===== src/rtl/phy_tx_pkg.sv =====
// Shared PHY lane numbering, used by both the TX mux and the RX demux tree.
package phy_tx_pkg;

  localparam int LANES  = 4;
  localparam int SLOT_W = 2;

  typedef logic [SLOT_W-1:0] lane_idx_t;

  localparam lane_idx_t L0 = 2'd0;
  localparam lane_idx_t L1 = 2'd1;
  localparam lane_idx_t L2 = 2'd2;
  localparam lane_idx_t L3 = 2'd3;

  localparam logic [7:0] IDLE_BYTE_DEF = 8'h00;

  // Next TDM slot, wrapping after the last lane.
  function automatic lane_idx_t next_slot(input lane_idx_t cur);
    return (cur == L3) ? L0 : lane_idx_t'(cur + 1'b1);
  endfunction

endpackage


===== src/rtl/tx_slot_counter.sv =====
// Free-running TDM slot counter; slot 0 marks the frame capture cycle.
module tx_slot_counter
  import phy_tx_pkg::*;
(
  input  logic      clk_i,
  input  logic      rst_ni,
  output lane_idx_t cnt_o,
  output logic      capture_o
);

  lane_idx_t cnt_q;
  lane_idx_t cnt_d;

  // Advance one slot every cycle, no enable, wrapping back to lane 0.
  always_comb begin
    cnt_d = next_slot(cnt_q);
  end

  // Slot register; reset puts the first edge after release on a capture.
  always_ff @(posedge clk_i or negedge rst_ni) begin
    if (!rst_ni) begin
      cnt_q <= L0;
    end else begin
      cnt_q <= cnt_d;
    end
  end

  assign cnt_o     = cnt_q;
  assign capture_o = (cnt_q == L0);

endmodule


===== src/rtl/mux_l1l2_tx.sv =====
// Four-lane to one-byte TDM serializer for the PHY transmit path.
module mux_l1l2_tx
  import phy_tx_pkg::*;
#(
  parameter int                DATA_W    = 8,
  parameter logic [DATA_W-1:0] IDLE_BYTE = DATA_W'(IDLE_BYTE_DEF)
) (
  input  logic              clk_4f,
  input  logic              reset_L,
  input  logic [DATA_W-1:0] data_0,
  input  logic [DATA_W-1:0] data_1,
  input  logic [DATA_W-1:0] data_2,
  input  logic [DATA_W-1:0] data_3,
  input  logic              valid_0,
  input  logic              valid_1,
  input  logic              valid_2,
  input  logic              valid_3,
  output logic [DATA_W-1:0] data_000,
  output logic              valid_000,
  output logic [1:0]        lane_id,
  output logic              frame_start,
  output logic              capture
);

  lane_idx_t cnt;
  logic      captureNow;

  // Lanes 1..3 are parked here; lane 0 goes straight to the output.
  logic [LANES-1:1][DATA_W-1:0] shData_q;
  logic [LANES-1:1]             shValid_q;

  logic [DATA_W-1:0] data_q;
  logic [DATA_W-1:0] data_d;
  logic              valid_q;
  logic              valid_d;
  lane_idx_t         laneId_q;
  logic              frameStart_q;

  tx_slot_counter u_slot_counter (
    .clk_i    (clk_4f),
    .rst_ni   (reset_L),
    .cnt_o    (cnt),
    .capture_o(captureNow)
  );

  // Pick the byte for the current slot and substitute idle for invalid lanes.
  always_comb begin
    valid_d = valid_0;
    data_d  = data_0;
    unique case (cnt)
      L0: begin
        valid_d = valid_0;
        data_d  = data_0;
      end
      L1: begin
        valid_d = shValid_q[1];
        data_d  = shData_q[1];
      end
      L2: begin
        valid_d = shValid_q[2];
        data_d  = shData_q[2];
      end
      L3: begin
        valid_d = shValid_q[3];
        data_d  = shData_q[3];
      end
      default: begin
        valid_d = 1'b0;
        data_d  = IDLE_BYTE;
      end
    endcase
    if (!valid_d) begin
      data_d = IDLE_BYTE;
    end
  end

  // Shadow bank loads on the capture edge and holds for the rest of the frame.
  always_ff @(posedge clk_4f or negedge reset_L) begin
    if (!reset_L) begin
      shData_q  <= '0;
      shValid_q <= '0;
    end else if (captureNow) begin
      shData_q  <= {data_3, data_2, data_1};
      shValid_q <= {valid_3, valid_2, valid_1};
    end
  end

  // Registered serial output with its lane tag and frame marker.
  always_ff @(posedge clk_4f or negedge reset_L) begin
    if (!reset_L) begin
      data_q       <= IDLE_BYTE;
      valid_q      <= 1'b0;
      laneId_q     <= L0;
      frameStart_q <= 1'b0;
    end else begin
      data_q       <= data_d;
      valid_q      <= valid_d;
      laneId_q     <= cnt;
      frameStart_q <= captureNow;
    end
  end

  assign data_000    = data_q;
  assign valid_000   = valid_q;
  assign lane_id     = laneId_q;
  assign frame_start = frameStart_q;
  assign capture     = captureNow;

endmodule


===== config.mk =====
export PLATFORM = sky130hd
export DESIGN_NAME = mux_l1l2_tx
export DESIGN_NICKNAME = d
export VERILOG_FILES = /design/src/rtl/phy_tx_pkg.sv /design/src/rtl/tx_slot_counter.sv /design/src/rtl/mux_l1l2_tx.sv
export SDC_FILE = /design/constraint.sdc
export NUM_CORES = 1
export LEC_CHECK = 0
export BUFFER_PORTS_ARGS = -buffer_cell sky130_fd_sc_hd__buf_2
export CAP_MARGIN = 20
export CELL_PAD_IN_SITES_DETAIL_PLACEMENT = 1
export CELL_PAD_IN_SITES_GLOBAL_PLACEMENT = 2
export CORE_AREA = 2 2 71 73
export DETAILED_ROUTE_END_ITERATION = 16
export DIE_AREA = 0 0 73 75
export PLACE_DENSITY = 0.81
export RECOVER_POWER = 25
export SKIP_CTS_REPAIR_TIMING = 1
export SLEW_MARGIN = 15
export SYNTH_ARGS = -nofsm -noshare
export SYNTH_HDL_FRONTEND = slang
export SYNTH_HIERARCHICAL = 1
export SYNTH_SLANG_ARGS = --single-unit

===== constraint.sdc =====
create_clock -name clk_4f -period 3.9 [get_ports clk_4f]
set_clock_uncertainty 0.1 [all_clocks]
set_input_delay 0.39 -clock clk_4f [delete_from_list [all_inputs] [get_ports clk_4f]]
set_output_delay 0.39 -clock clk_4f [all_outputs]
set_load 0.01 [all_outputs]

======== Yosys cells after proc, flatten, opt, wreduce, memory -nomap -nowiden ========
Cells that the tools add are included.
storage, ports and cells
  register bits ........................... 41
  input bits .............................. 38
  output and inout bits ................... 13
operators by class
  add/subtract/negate cells ............... 1
  equality and inequality tests ........... 3
  multiplexer cells ....................... 4
  reduce and logical (&&, ||, !) cells .... 1
operator list
  kind                                            number
  one-hot mux 8 bit (4 select lines)              1
  two-way mux 8 bit                               1
  == test 2 bit (second input constant)           2
  one-hot mux 1 bit (4 select lines)              1
  adder 2 x 1 -> 2 bit (second input constant)    1
  == test 2 x 1 -> 1 bit (second input constant)  1
  logical NOT 2 bit                               1
  two-way mux 2 bit                               1

======== Depth between registers and ports, before layout ========
  depth in word-level cells ............... 3
  gate-level depth with buffers ........... 5

======== By module ========
Netlist, hierarchy kept.
modules (own cells, without submodules)
  module           instances  cells an instance  area each (µm²)  seq. area each (µm²)
  mux_l1l2_tx      1          88                 1594.0           975.9
  tx_slot_counter  1          7                  86.3             50.0

======== Worst setup path after synthesis ========
Ideal clock, no wire load.
  kind .................................... register to register
  start point ............................. register u_slot_counter.cnt_q[0] (netlist: u_slot_counter/cnt_o[0])
  end point ............................... register shData_q[0] (netlist name)
  library setup time ...................... 0.125 ns
  data arrival time ....................... 1.454 ns
  required time ........................... 3.675 ns
  slack ................................... 2.221 ns
  stages on the path, launching flop included .. 6
  cell sequence ........................... dfrtp_1 -> inv_1 -> ha_1 -> buf_2 -> buf_2 -> mux2_2
between the ends
  word-level cells in the longest chain between the ends .. 1
RTL lines
  element                 RTL line               text
  start, declared         tx_slot_counter.sv:11  lane_idx_t cnt_q;
  start signal, assigned  tx_slot_counter.sv:24  cnt_q <= cnt_d;
  logical NOT 2 bit       tx_slot_counter.sv:29  assign capture_o = (cnt_q == L0);
  net capture             mux_l1l2_tx.sv:22      output logic capture
  end signal, assigned    mux_l1l2_tx.sv:83      shData_q <= {data_3, data_2, data_1};
  end, declared           mux_l1l2_tx.sv:29      logic [LANES-1:1][DATA_W-1:0] shData_q;
The timed path passes the listed nets, and every way through them passes these cells.
A chain may end at the register's enable or synchronous reset.

======== Worst setup path in the final report ========
  start point ............................. register u_slot_counter.cnt_q[0] (netlist: u_slot_counter/cnt_o[0])
  end point ............................... output capture
between the ends
  word-level cells in the longest chain between the ends .. 1
RTL lines
  element            RTL line
  logical NOT 2 bit  tx_slot_counter.sv:29
  end, declared      mux_l1l2_tx.sv:22
Every way passes these cells.

==> flow_summary.json <==
{
  "outcome": "complete, but fails checks",
  "violations": "capacitance limit, slew limit",
  "syn_area_sq_um": 1680,
  "cp.required_ns": 3.41,
  "dieArea_sq_um": 5480,
  "core_sq_um": 4660,
  "syn2layout_area_growth_pct": 24.3,
  "relSlewSlack": -0.451,
  "regArea_sq_um": 1030,
  "setup_tns_ns": 0,
  "cp-end-kind": "output pin",
  "drtAntennaViolNets": 0,
  "postPlaceCellArea_sq_um": 1970,
  "hold_viol": 0,
  "power_density_nw_per_um2": 411,
  "grt_pass1_wl_mm": 5.41,
  "internal_power_uw": 688,
  "multi_input_area_sq_um": 616,
  "ys_ff_latch": 41,
  "start_util": 0.361,
  "rsz0062_at_grt": "no",
  "fmax_ghz": 0.416,
  "cp_max_fo": 17,
  "grt_start_max_net_pins": 42,
  "vdd_drop_max_mv": 0.161,
  "grt_pass1_vias": 1087,
  "drt_iter0_markers": 34,
  "drcViolationCount": 0,
  "die_y_um": 75,
  "routed_wl_mm": 3.32,
  "cts.root.buffer_cell": "clkbuf_8",
  "cts_tree": "built",
  "drtPass1Iterations": 4,
  "final_area_sq_um": 2090,
  "min_period_ns": 2.41,
  "insertion_delay_ns": 0.29,
  "ios": 51,
  "drt-wirelength-per-cell_um": 16.3,
  "tightest_slew_ns": 2.18,
  "clkPwrFrac": 0.405,
  "synth_seq_area_share": 0.611,
  "synth_area_per_cell_sq_um": 17.7,
  "most-common-layout-cells": "buf_2 (49), dfrtp_1 (41), mux2_2 (27), mux4_1 (8), and2_1 (8)",
  "avgViaCountPerCell": 4.89,
  "setup_viol": 0,
  "n_fill_cell": 473,
  "power_frac_comb": 0.069,
  "crit_type": "flip-flop to output pin",
  "p_switching_uw": 171,
  "seqPwrFrac": 0.526,
  "antenna_found_initial": 0,
  "synth.distinct_cells": 11,
  "grt_util_all_layers": 0.136,
  "reg2reg_slack_ns": 1.60,
  "p_sw_frac": 0.199,
  "cap_violations": 1,
  "timing.final.crit_share": 0.617,
  "drive_above_1_share": 0.570,
  "ys_warn_count": 6,
  "fp.dieW_um": 73,
  "grt-ovfl-total": 0,
  "syn_nets": 135,
  "n_antenna_cell": 0,
  "worst_setup_path_start_kind": "flip-flop",
  "final_common_cell": "buf_2",
  "port-buffer-count": 50,
  "row_count": 25,
  "cts_buffers": 5,
  "clockBufferDepth": 2,
  "hp-class": "primary input to flip-flop",
  "cts_sinks": 41,
  "p_leak_uw": 0.000993,
  "cp.arrival_ns": 1.92,
  "finalMaxSlewViolations": 42,
  "h-tree-depth": 2,
  "gp_congestion": 0.700,
  "vias": 992,
  "synthCells": 95,
  "final_nets": 188,
  "cts.clk_slew.worst_paths_ns": 0.08
}
-- cells in the mapped netlist, drive strengths merged --
master  instances  area, sq um
clkbuf          1         5.00
and2            8         50.1
nor2            1         3.75
inv             2         7.51
mux2           27          304
ha              2         25.0
mux4            9          233
buf             4         26.3
dfrtp          41         1030
-- power by group through the flow --
| stage | Combinational, uW | Clock (uW) | Sequential [uW] |
|---|---|---|---|
| floorplan | 23.5 | 0 | 460 |
| global placement | 58.8 | 0 | 459 |
| detailed placement | 61.4 | 0 | 460 |
| CTS | 61.7 | 361 | 452 |
| global route | 67.0 | 383 | 454 |
| finish | 59.5 | 347 | 451 |
-- layout make-up --
class	instances	share of cell area
Sequential cell	41	0.491
Multi-Input combinational cell	47	0.295
Timing Repair Buffer	51	0.123
Clock buffer	7	0.0413
Tap cell	54	0.0323
Clock inverter	1	0.0144
Inverter	2	0.00359
-- per-stage QoR --
step / hold WS (ns) / util / std cells / total power, uW / setup slack, ns
after global placement: 0.382 / 0.424 / 195 / 518 / 1.67
after CTS: 0.150 / 0.449 / 203 / 874 / 1.45
after detailed placement: 0.391 / 0.424 / 195 / 522 / 1.57
after global routing: 0.212 / 0.448 / 203 / 904 / 1.33
after floorplan: -0.00559 / - / 95 / 483 / 2.22
final: 0.228 / 0.448 / 203 / 858 / 1.49
-- critical path, cell delays in order (launching register included) --
cell and delay (ns):
dfrtp_1 0.61, inv_1 0.14, ha_1 0.62, buf_2 0.25
-- flip-flops by register name, summed over array words and instances (netlist names) --
register and count:
data_000 8, frame_start 1, lane_id 2, shData_q 24, shValid_q 3, u_slot_counter/cnt_o 2
valid_000 1
-- metal layers --
layer,part of all wire,global-route usage,vias up
li1,-,-,452
met1,0.43,0.173,500
met2,0.49,0.216,34
met3,0.064,0.0522,6
met4,0.013,0.0432,0
met5,0,0,-
-- cells by family (layout without fill, tap and decap cells) --
kind of cell,count (synthesis),after routing,synth area share
adder cells (fa/ha/maj),2,2,0.0149
buffers and inverters,7,61,0.0231
flip-flops,41,41,0.611
multiplexers,36,36,0.319
AND/OR/NAND/NOR,9,9,0.0320
-- worst paths after layout --
| check | startpoint | to | cells after the start |
|---|---|---|---|
| max | u_slot_counter/cnt_o[0]$_DFF_PN0_ | capture | 3 |
| max reg2reg | u_slot_counter/cnt_o[0]$_DFF_PN0_ | shData_q[11]$_DFFE_PN0P_ | 4 |
| min | data_1[6] | shData_q[6]$_DFFE_PN0P_ | 2 |
| min in group asynchronous | reset_L | data_000[7]$_DFF_PN0_ | 1 |
| max in group asynchronous | reset_L | shData_q[4]$_DFFE_PN0P_ | 1 |
| min reg2reg | shValid_q[2]$_DFFE_PN0P_ | shValid_q[2]$_DFFE_PN0P_ | 1 |
Power figures use the tool's default switching activity.
